### config.mk
export PLATFORM = sky130hd
export DESIGN_NAME = range_finder_mc
export DESIGN_NICKNAME = d
export VERILOG_FILES = /design/src/rtl/range_finder_mc.sv
export SDC_FILE = /design/constraint.sdc
export NUM_CORES = 1
export LEC_CHECK = 0
export CAP_MARGIN = 15
export CORE_AREA = 3 3 223 225
export DETAILED_ROUTE_END_ITERATION = 8
export DIE_AREA = 0 0 226 228
export HOLD_SLACK_MARGIN = 0.03
export MAX_ROUTING_LAYER = met4
export PLACE_DENSITY = 0.36
export SYNTH_ARGS = -nofsm -noshare
export SYNTH_HDL_FRONTEND = slang
export SYNTH_SLANG_ARGS = --single-unit
export TNS_END_PERCENT = 20
### constraint.sdc
create_clock -name clock -period 9.63 [get_ports clock]
set_input_delay 1.926 -clock clock [delete_from_list [all_inputs] [get_ports clock]]
set_output_delay 1.926 -clock clock [all_outputs]
set_load 0.01 [all_outputs]
### src/rtl/range_finder_mc.sv
// range_finder_mc: per-channel max/min/range/count sessions over a shared tagged sample bus, one valid/ready result port.
// Define RANGE_FINDER_SIGNED_EN to compare samples as two's complement.
module range_finder_mc #(
  parameter int WIDTH = 16,
  parameter int CHANNELS = 4,
  parameter int CH_W = (CHANNELS > 1) ? $clog2(CHANNELS) : 1,
  parameter int CNT_W = 8
) (
  input  logic                clock,
  input  logic                reset,
  input  logic [WIDTH-1:0]    data_in,
  input  logic [CH_W-1:0]     chan,
  input  logic                sample_valid,
  input  logic                go,
  input  logic                finish,
  output logic                res_valid,
  input  logic                res_ready,
  output logic [CH_W-1:0]     res_chan,
  output logic [WIDTH-1:0]    res_max,
  output logic [WIDTH-1:0]    res_min,
  output logic [WIDTH-1:0]    res_range,
  output logic [CNT_W-1:0]    res_count,
  output logic [CHANNELS-1:0] debug_error,
  output logic                overflow
);
  typedef enum logic [1:0] {IDLE, ACTIVE, ERROR} state_t;
  state_t           st_q  [CHANNELS];
  state_t           st_d  [CHANNELS];
  logic [WIDTH-1:0] max_q [CHANNELS];
  logic [WIDTH-1:0] max_d [CHANNELS];
  logic [WIDTH-1:0] min_q [CHANNELS];
  logic [WIDTH-1:0] min_d [CHANNELS];
  logic [CNT_W-1:0] cnt_q [CHANNELS];
  logic [CNT_W-1:0] cnt_d [CHANNELS];
  logic             samp, chan_ok, launch;
  logic [WIDTH-1:0] upd_max, upd_min;
  logic [CNT_W-1:0] cnt_inc;

  function automatic logic gt(input logic [WIDTH-1:0] a, input logic [WIDTH-1:0] b);
`ifdef RANGE_FINDER_SIGNED_EN
    return $signed(a) > $signed(b);
`else
    return a > b;
`endif
  endfunction

  assign samp    = sample_valid | go | finish;
  assign chan_ok = {1'b0, chan} < (CH_W+1)'(CHANNELS);
  assign upd_max = gt(data_in, max_q[chan]) ? data_in : max_q[chan];
  assign upd_min = gt(min_q[chan], data_in) ? data_in : min_q[chan];
  assign cnt_inc = &cnt_q[chan] ? cnt_q[chan] : cnt_q[chan] + CNT_W'(1);

  always_comb begin
    st_d   = st_q;
    max_d  = max_q;
    min_d  = min_q;
    cnt_d  = cnt_q;
    launch = 1'b0;
    if (samp && chan_ok) begin
      if (go && !finish) begin
        st_d[chan]  = ACTIVE;
        max_d[chan] = data_in;
        min_d[chan] = data_in;
        cnt_d[chan] = CNT_W'(1);
      end else if (st_q[chan] != ACTIVE) begin
        st_d[chan] = finish ? ERROR : st_q[chan];
      end else if (go) begin
        st_d[chan] = ERROR;
      end else begin
        max_d[chan] = upd_max;
        min_d[chan] = upd_min;
        cnt_d[chan] = cnt_inc;
        st_d[chan]  = finish ? IDLE : ACTIVE;
        launch      = finish;
      end
    end
  end

  always_ff @(posedge clock or posedge reset) begin
    if (reset) begin
      for (int i = 0; i < CHANNELS; i++) begin
        st_q[i]  <= IDLE;
        max_q[i] <= '0;
        min_q[i] <= '0;
        cnt_q[i] <= '0;
      end
    end else begin
      st_q  <= st_d;
      max_q <= max_d;
      min_q <= min_d;
      cnt_q <= cnt_d;
    end
  end

  // A launch into an unconsumed result is dropped and flagged; otherwise it loads.
  always_ff @(posedge clock or posedge reset) begin
    if (reset) begin
      res_valid <= 1'b0;
      res_chan  <= '0;
      res_max   <= '0;
      res_min   <= '0;
      res_range <= '0;
      res_count <= '0;
      overflow  <= 1'b0;
    end else if (launch && res_valid && !res_ready) begin
      overflow <= 1'b1;
    end else if (launch) begin
      res_valid <= 1'b1;
      res_chan  <= chan;
      res_max   <= upd_max;
      res_min   <= upd_min;
      res_range <= upd_max - upd_min;
      res_count <= cnt_inc;
    end else if (res_ready) begin
      res_valid <= 1'b0;
    end
  end

  for (genvar g = 0; g < CHANNELS; g++) begin : g_err
    assign debug_error[g] = st_q[g] == ERROR;
  end
endmodule

Word level (Yosys, flattened, before mapping)
Cells that the tools add are included.
Storage, ports and cells
  input bits: 24
  logic and storage cells: 108
  bits in registers: 228
  output and inout port bits: 64
Operators by class
  equality and inequality tests: 7
  $lt $le $gt $ge: 4
  add/sub/neg operators: 2
  reductions and logical operators: 11
  mux-type cells: 48
  bitwise logic cells: 13
Operators with widths (number)
  $mux 64: 6
  $bwmux 64: 4
  $mux 16: 7
  $mux 32: 3
  $bmux 16 s2: 2
  $mux 8: 7
  $bwmux 32: 1
  $demux 16 s2: 1
  $gt 16x16->1: 2
  $and 28x28->28: 1
  $not 28->28: 1
  $bmux 8 s2: 1
  $bwmux 8: 2
  $demux 8 s2: 1
  $sub 16x16->16: 1
  $or 4x4->4: 3
  $add 8x1->8 const B: 1
  $and 4x4->4: 2
  $eq 2x2->1 const B: 4
  $mux 2: 4
  $not 4->4: 2
  $reduce_and 8->1: 1
  $mux 1: 7
  $bmux 2 s2: 1
  other kinds (13): 20

Longest topological paths before layout
  word-level depth: 12
  mapped depth: 25
  mapped depth without buffers: 20

Least setup slack after synthesis
Ideal clock, no wire load.
  path kind: input to register
  start: in chan[1]
  end: reg res_range[12]
  arrival: 6603 ps
  library setup time: 127 ps
  data required time: 9503 ps
  path slack: 2899 ps
  cell stages on the path: 24
  buffers on the path: 5
  cells stage by stage: buf_2 > buf_4 > buf_4 > buf_2 > mux4_2 > ha_1 > nand3_1 > o21bai_1 > a311oi_2 > o31ai_2 > a21oi_4 > buf_8 > mux2i_2 > ha_1 > inv_1 > fa_1 > a21o_1 > a21oi_1 > o211ai_1 > nand2_1 > o211ai_1 > a21oi_1 > xnor2_1 > mux2_1
On the way
  elaborated cells on any way between the ends: 23
  those cells by class: add/sub: 1; order compare: 2; eq/ne: 1; mux: 14; bitwise: 2; reduce/logical: 3
RTL lines
  start, declared: line 12  | input logic [CH_W-1:0] chan,
  $not 2->3 (not written as such) *: line 50  | assign upd_min = gt(min_q[chan], data_in) ? data_in : min_q[chan];
  $bmux 16 s2 *: line 50
  $mux 16 (not written as such) * (2 in series): line 50
  $gt 16x16->1: line 43  | return a > b;
  $mux 16 *: line 50
  net upd_min[0]: line 36  | logic [WIDTH-1:0] upd_max, upd_min;
  $sub 16x16->16 *: line 112  | res_range <= upd_max - upd_min;
  end signal, assigned: line 112
  end, declared: line 21  | output logic [WIDTH-1:0] res_range,
Mark *: on every way through the listed nets, which the timed path passes. The rest lies on a longest branch. The select of a mux whose other input is x is not followed.
A chain may end at the register's enable or synchronous reset.

Final worst setup path
  start: in chan[1]
  end: reg res_range[15]
On the way
  word-level cells in the longest chain between the ends: 12
  elaborated cells on any way between the ends: 23
  those cells by class: add/sub: 1; order compare: 2; eq/ne: 1; mux: 14; bitwise: 2; reduce/logical: 3
Ends and longest elaborated chain (line)
  $not 2->3 (not written as such) *: 49, 50, 65
  branches (longest 11 deep; another with $gt 16x16->1)
Mark *: on every way between the ends. The select of a mux whose other input is x is not followed.

==> flow_metrics.py <==
metrics = {
    "setup_path": {
        "cpMaxStageDelayCell": "buf_2",
        "critPathTopFamily": "compound AO/OA/AOI/OAI gates",
        "crit_chain": "buf_2 -> buf_12 -> mux4_2 -> ha_1 -> nand4_1 -> a311oi_2 -> o31ai_2 -> a21oi_4 -> buf_4 -> mux2_2 -> inv_1 -> ha_1 -> nand2_1 -> a2111oi_0 -> nor2_1 -> a21oi_1 -> a31oi_1 -> o21ai_0 -> xor3_1 -> o21ai_0",
        "startpoint_type": "input pin",
        "critical_path_class": "in2reg",
        "rrSetupSlack_ns": 4.30,
        "cpPeakStageDelay_ns": 0.63,
        "crit_required_ns": 10.11,
        "rr_endpoint": "res_range[15]$_DFFE_PP0P_",
        "crit_start": "chan[1]",
        "path_max_fanout": 31,
        "reg2reg_depth": 19,
        "worstPathArrival_ns": 7.79,
        "r2r_start": "min_q[52]$_DFFE_PP0P_",
        "endpoint_kind": "flop",
        "endpoint": "res_range[15]$_DFFE_PP0P_",
        "path_buf_inv": 4,
        "worstSetupPathDepth": 20,
    },
    "grt": {
        "grt_usage_pct": 15.1,
        "grt_pass1_wl_um": 57900,
        "grt-ovfl-total": 0,
        "antenna_found_initial": 0,
        "grt_start_max_net_pins": 126,
        "grt_pass1_vias": 9147,
    },
    "placed_design": {
        "numPortBuffers": 87,
        "place_area_sq_um": 13400,
        "pre_cts_ws_ns": 1.68,
        "hpwl_um": 25400,
        "gp_congestion": 0.749,
    },
    "synthesis": {
        "synth_warnings": 0,
        "synth_commonest_cells": "dfrtp_1 (228), nand2_1 (224), o21ai_1 (143)",
        "synth_compound_area_share_pct": 15.7,
        "muxShareOfSynthArea_pct": 14.1,
        "synthCells": 1185,
        "yosysMostFrequentCell": "dfrtp_1",
        "ys_ff_latch": 228,
        "synth_top_family_by_area": "compound AO/OA/AOI/OAI gates",
        "synthTopCellsByArea": "dfrtp_1 (48%), mux4_2 (7.9%), nand2_1 (7.0%)",
        "synth_edf_count": 0,
        "yosysSeqAreaShare_pct": 47.8,
        "async_flop_share_pct": 100,
        "yosysUniqueCellTypes": 62,
        "synth-xor-area-share_pct": 1.23,
        "yosys.area.top_type_share_pct": 47.8,
        "synthAdderAreaFrac_pct": 5.20,
        "netlist_area_sq_um": 11900,
        "synth_top_cell_by_area": "dfrtp_1",
        "synth_simple_gate_area_share_pct": 11.7,
        "avgSynthCellArea_sq_um": 10.1,
        "synth-main-ff-cell": "dfrtp_1",
        "synth.net_count": 1258,
    },
    "layout": {
        "fillers": 4951,
        "multi_input_area_sq_um": 5760,
        "regArea_sq_um": 5710,
        "drive_gt1_share_pct": 13.5,
        "layout.nets": 1321,
        "syn_to_final_growth_pct": 21.3,
        "finalInstanceArea_sq_um": 14500,
    },
    "timing": {
        "skew_ns": 0.0107,
        "slew-limit-headroom_pct": 22.9,
        "worst_pin_slew_ns": 1.16,
        "layout_setup_ws_ns": 2.31,
        "drv_slew": 0,
        "finalHoldViolCount": 0,
        "finalSetupTns_ns": 0,
        "finalCritPeriodShare_pct": 76.0,
        "fin_crit_ns": 7.32,
        "setup_violations": 0,
        "max_freq_ghz": 0.137,
        "rsz0062_at_grt": "false",
    },
    "cts": {
        "cts_resized": 0,
        "clock_sinks": 228,
        "ctsLongestPathBuffers": 3,
        "cts_root_buffer": "clkbuf_16",
        "numCtsBuffers": 29,
        "clkLatencyLatePin_ns": 0.56,
        "clk_pin_slew_ns": 0.06,
        "cts.htree.levels": 1,
        "cts_hold_buffers": 0,
        "cts_tree": "done",
        "postCtsSetupRepairBufs": 0,
    },
    "routing": {
        "via_per_inst": 4.63,
        "drt-pass1-iter-count": 4,
        "vias": 8734,
        "wl_um": 37500,
        "drt_iter0_markers": 468,
        "ant_nets": 0,
        "route.detailed.drc": 0,
        "routedWlPerCell_um": 19.9,
    },
    "power_and_ir_drop": {
        "p_per_area_nw_per_um2": 305,
        "vdd_drop_max_mv": 0.138,
        "leakagePower_nw": 6.25,
    },
    "die": {
        "start_util_pct": 25.0,
        "die_area_sq_um": 51500,
        "die_w_um": 226,
        "die_y_um": 228,
        "ioPinCount": 88,
        "core.rowCount": 80,
        "fp.coreArea_sq_um": 47700,
    },
    "status": {
        "status": "finished clean",
    },
    "worst_hold_path": {
        "hp-class": "reg2reg",
    },
    "flow_run": {
        "maxCapViolations": 0,
    },
}
## registers in the layout, indices dropped and copies added (netlist names)
signal,flops
cnt_q,32
max_q,64
min_q,64
overflow,1
res_chan,2
res_count,8
res_max,16
res_min,16
res_range,16
res_valid,1
st_q,8
## cell usage in the layout, fill, tap and decap left out, drive strengths merged, types with 15 or more instances in the layout
| cell type | synthesis | routed |
|---|---|---|
| a21oi | 107 | 107 |
| buf | 25 | 15 |
| clkbuf | 43 | 39 |
| clkdlybuf4s50 | 0 | 85 |
| dfrtp | 228 | 228 |
| ha | 48 | 48 |
| inv | 47 | 48 |
| mux2 | 34 | 34 |
| mux2i | 28 | 28 |
| mux4 | 42 | 42 |
| nand2 | 226 | 226 |
| nor2 | 31 | 31 |
| o21ai | 218 | 218 |
## cells by family (layout without fill, tap and decap cells)
kind of cell               Yosys count  count (layout)
muxes                              104             104
xor gates and xnor gates            15              15
AOI/OAI and AO/OA                  353             353
adders and majority gates           49              49
other                                0               1
DFF                                228             228
and+or+nand+nor                    321             321
buffers and inverters              115             201
## layout make-up
type,instances,area share (%)
Inverter,47,1.27
Tap cell,615,5.31
Timing Repair Buffer,100,6.72
Clock inverter,15,1.79
Sequential cell,228,39.4
Multi-Input combinational cell,842,39.8
Clock buffer,39,5.75
Antenna cell,1,0.0173
## power breakdown
part	internal (mW)	switching (mW)	total (mW)
Combinational	0.783	0.966	1.75
Clock	0.792	0.442	1.23
Sequential	1.26	0.173	1.43
## how the worst min path moves through the flow
stage | cells past startpoint | endpoint | start | slack [ns]
detailed placement | 1 | overflow$_DFFE_PP0P_ | overflow$_DFFE_PP0P_ | 0.46
global route | 2 | min_q[44]$_DFFE_PP0P_ | min_q[44]$_DFFE_PP0P_ | 0.50
finish | 2 | res_range[2]$_DFFE_PP0P_ | res_range[2]$_DFFE_PP0P_ | 0.47
floorplan | 2 | cnt_q[10]$_DFFE_PP0P_ | cnt_q[10]$_DFFE_PP0P_ | 0.44
CTS | 2 | max_q[31]$_DFFE_PP0P_ | max_q[31]$_DFFE_PP0P_ | 0.48
global placement | 2 | cnt_q[11]$_DFFE_PP0P_ | cnt_q[11]$_DFFE_PP0P_ | 0.46
## worst register-to-register path, stage by stage (launching register included)
cell and delay (ns):
dfrtp_1 0.38, mux4_2 0.49, ha_1 0.34, nand3_1 0.10, o21bai_1 0.18, a311oi_2 0.36
o31ai_2 0.14, a21oi_4 0.52, buf_4 0.28, mux2_2 0.40, inv_1 0.10, ha_1 0.23
nand2_1 0.11, a2111oi_0 0.34, nor2_1 0.13, a21oi_1 0.22, a31oi_1 0.17, o21ai_0 0.20
xor3_1 0.42, o21ai_0 0.14
## through the flow
stage | hold slack, ns | cells | utilization, % | power, mW
after floorplan | 0.445 | 1185 | - | 2.54
after global placement | 0.456 | 1832 | 28.0 | 3.23
after detailed placement | 0.462 | 1832 | 28.0 | 3.23
after CTS | 0.480 | 1886 | 30.3 | 4.49
after global routing | 0.501 | 1886 | 30.3 | 4.74
final | 0.474 | 1887 | 30.3 | 4.42
## per-layer routing
layer | global-route usage (%) | up-vias | wire length (um)
met5 | - | - | 0
met2 | 23.5 | 171 | 17100
met3 | 1.59 | 40 | 1690
met1 | 21.4 | 4210 | 18200
li1 | - | 4313 | -
met4 | 3.14 | 0 | 589
(Power assumes the default switching activity.)
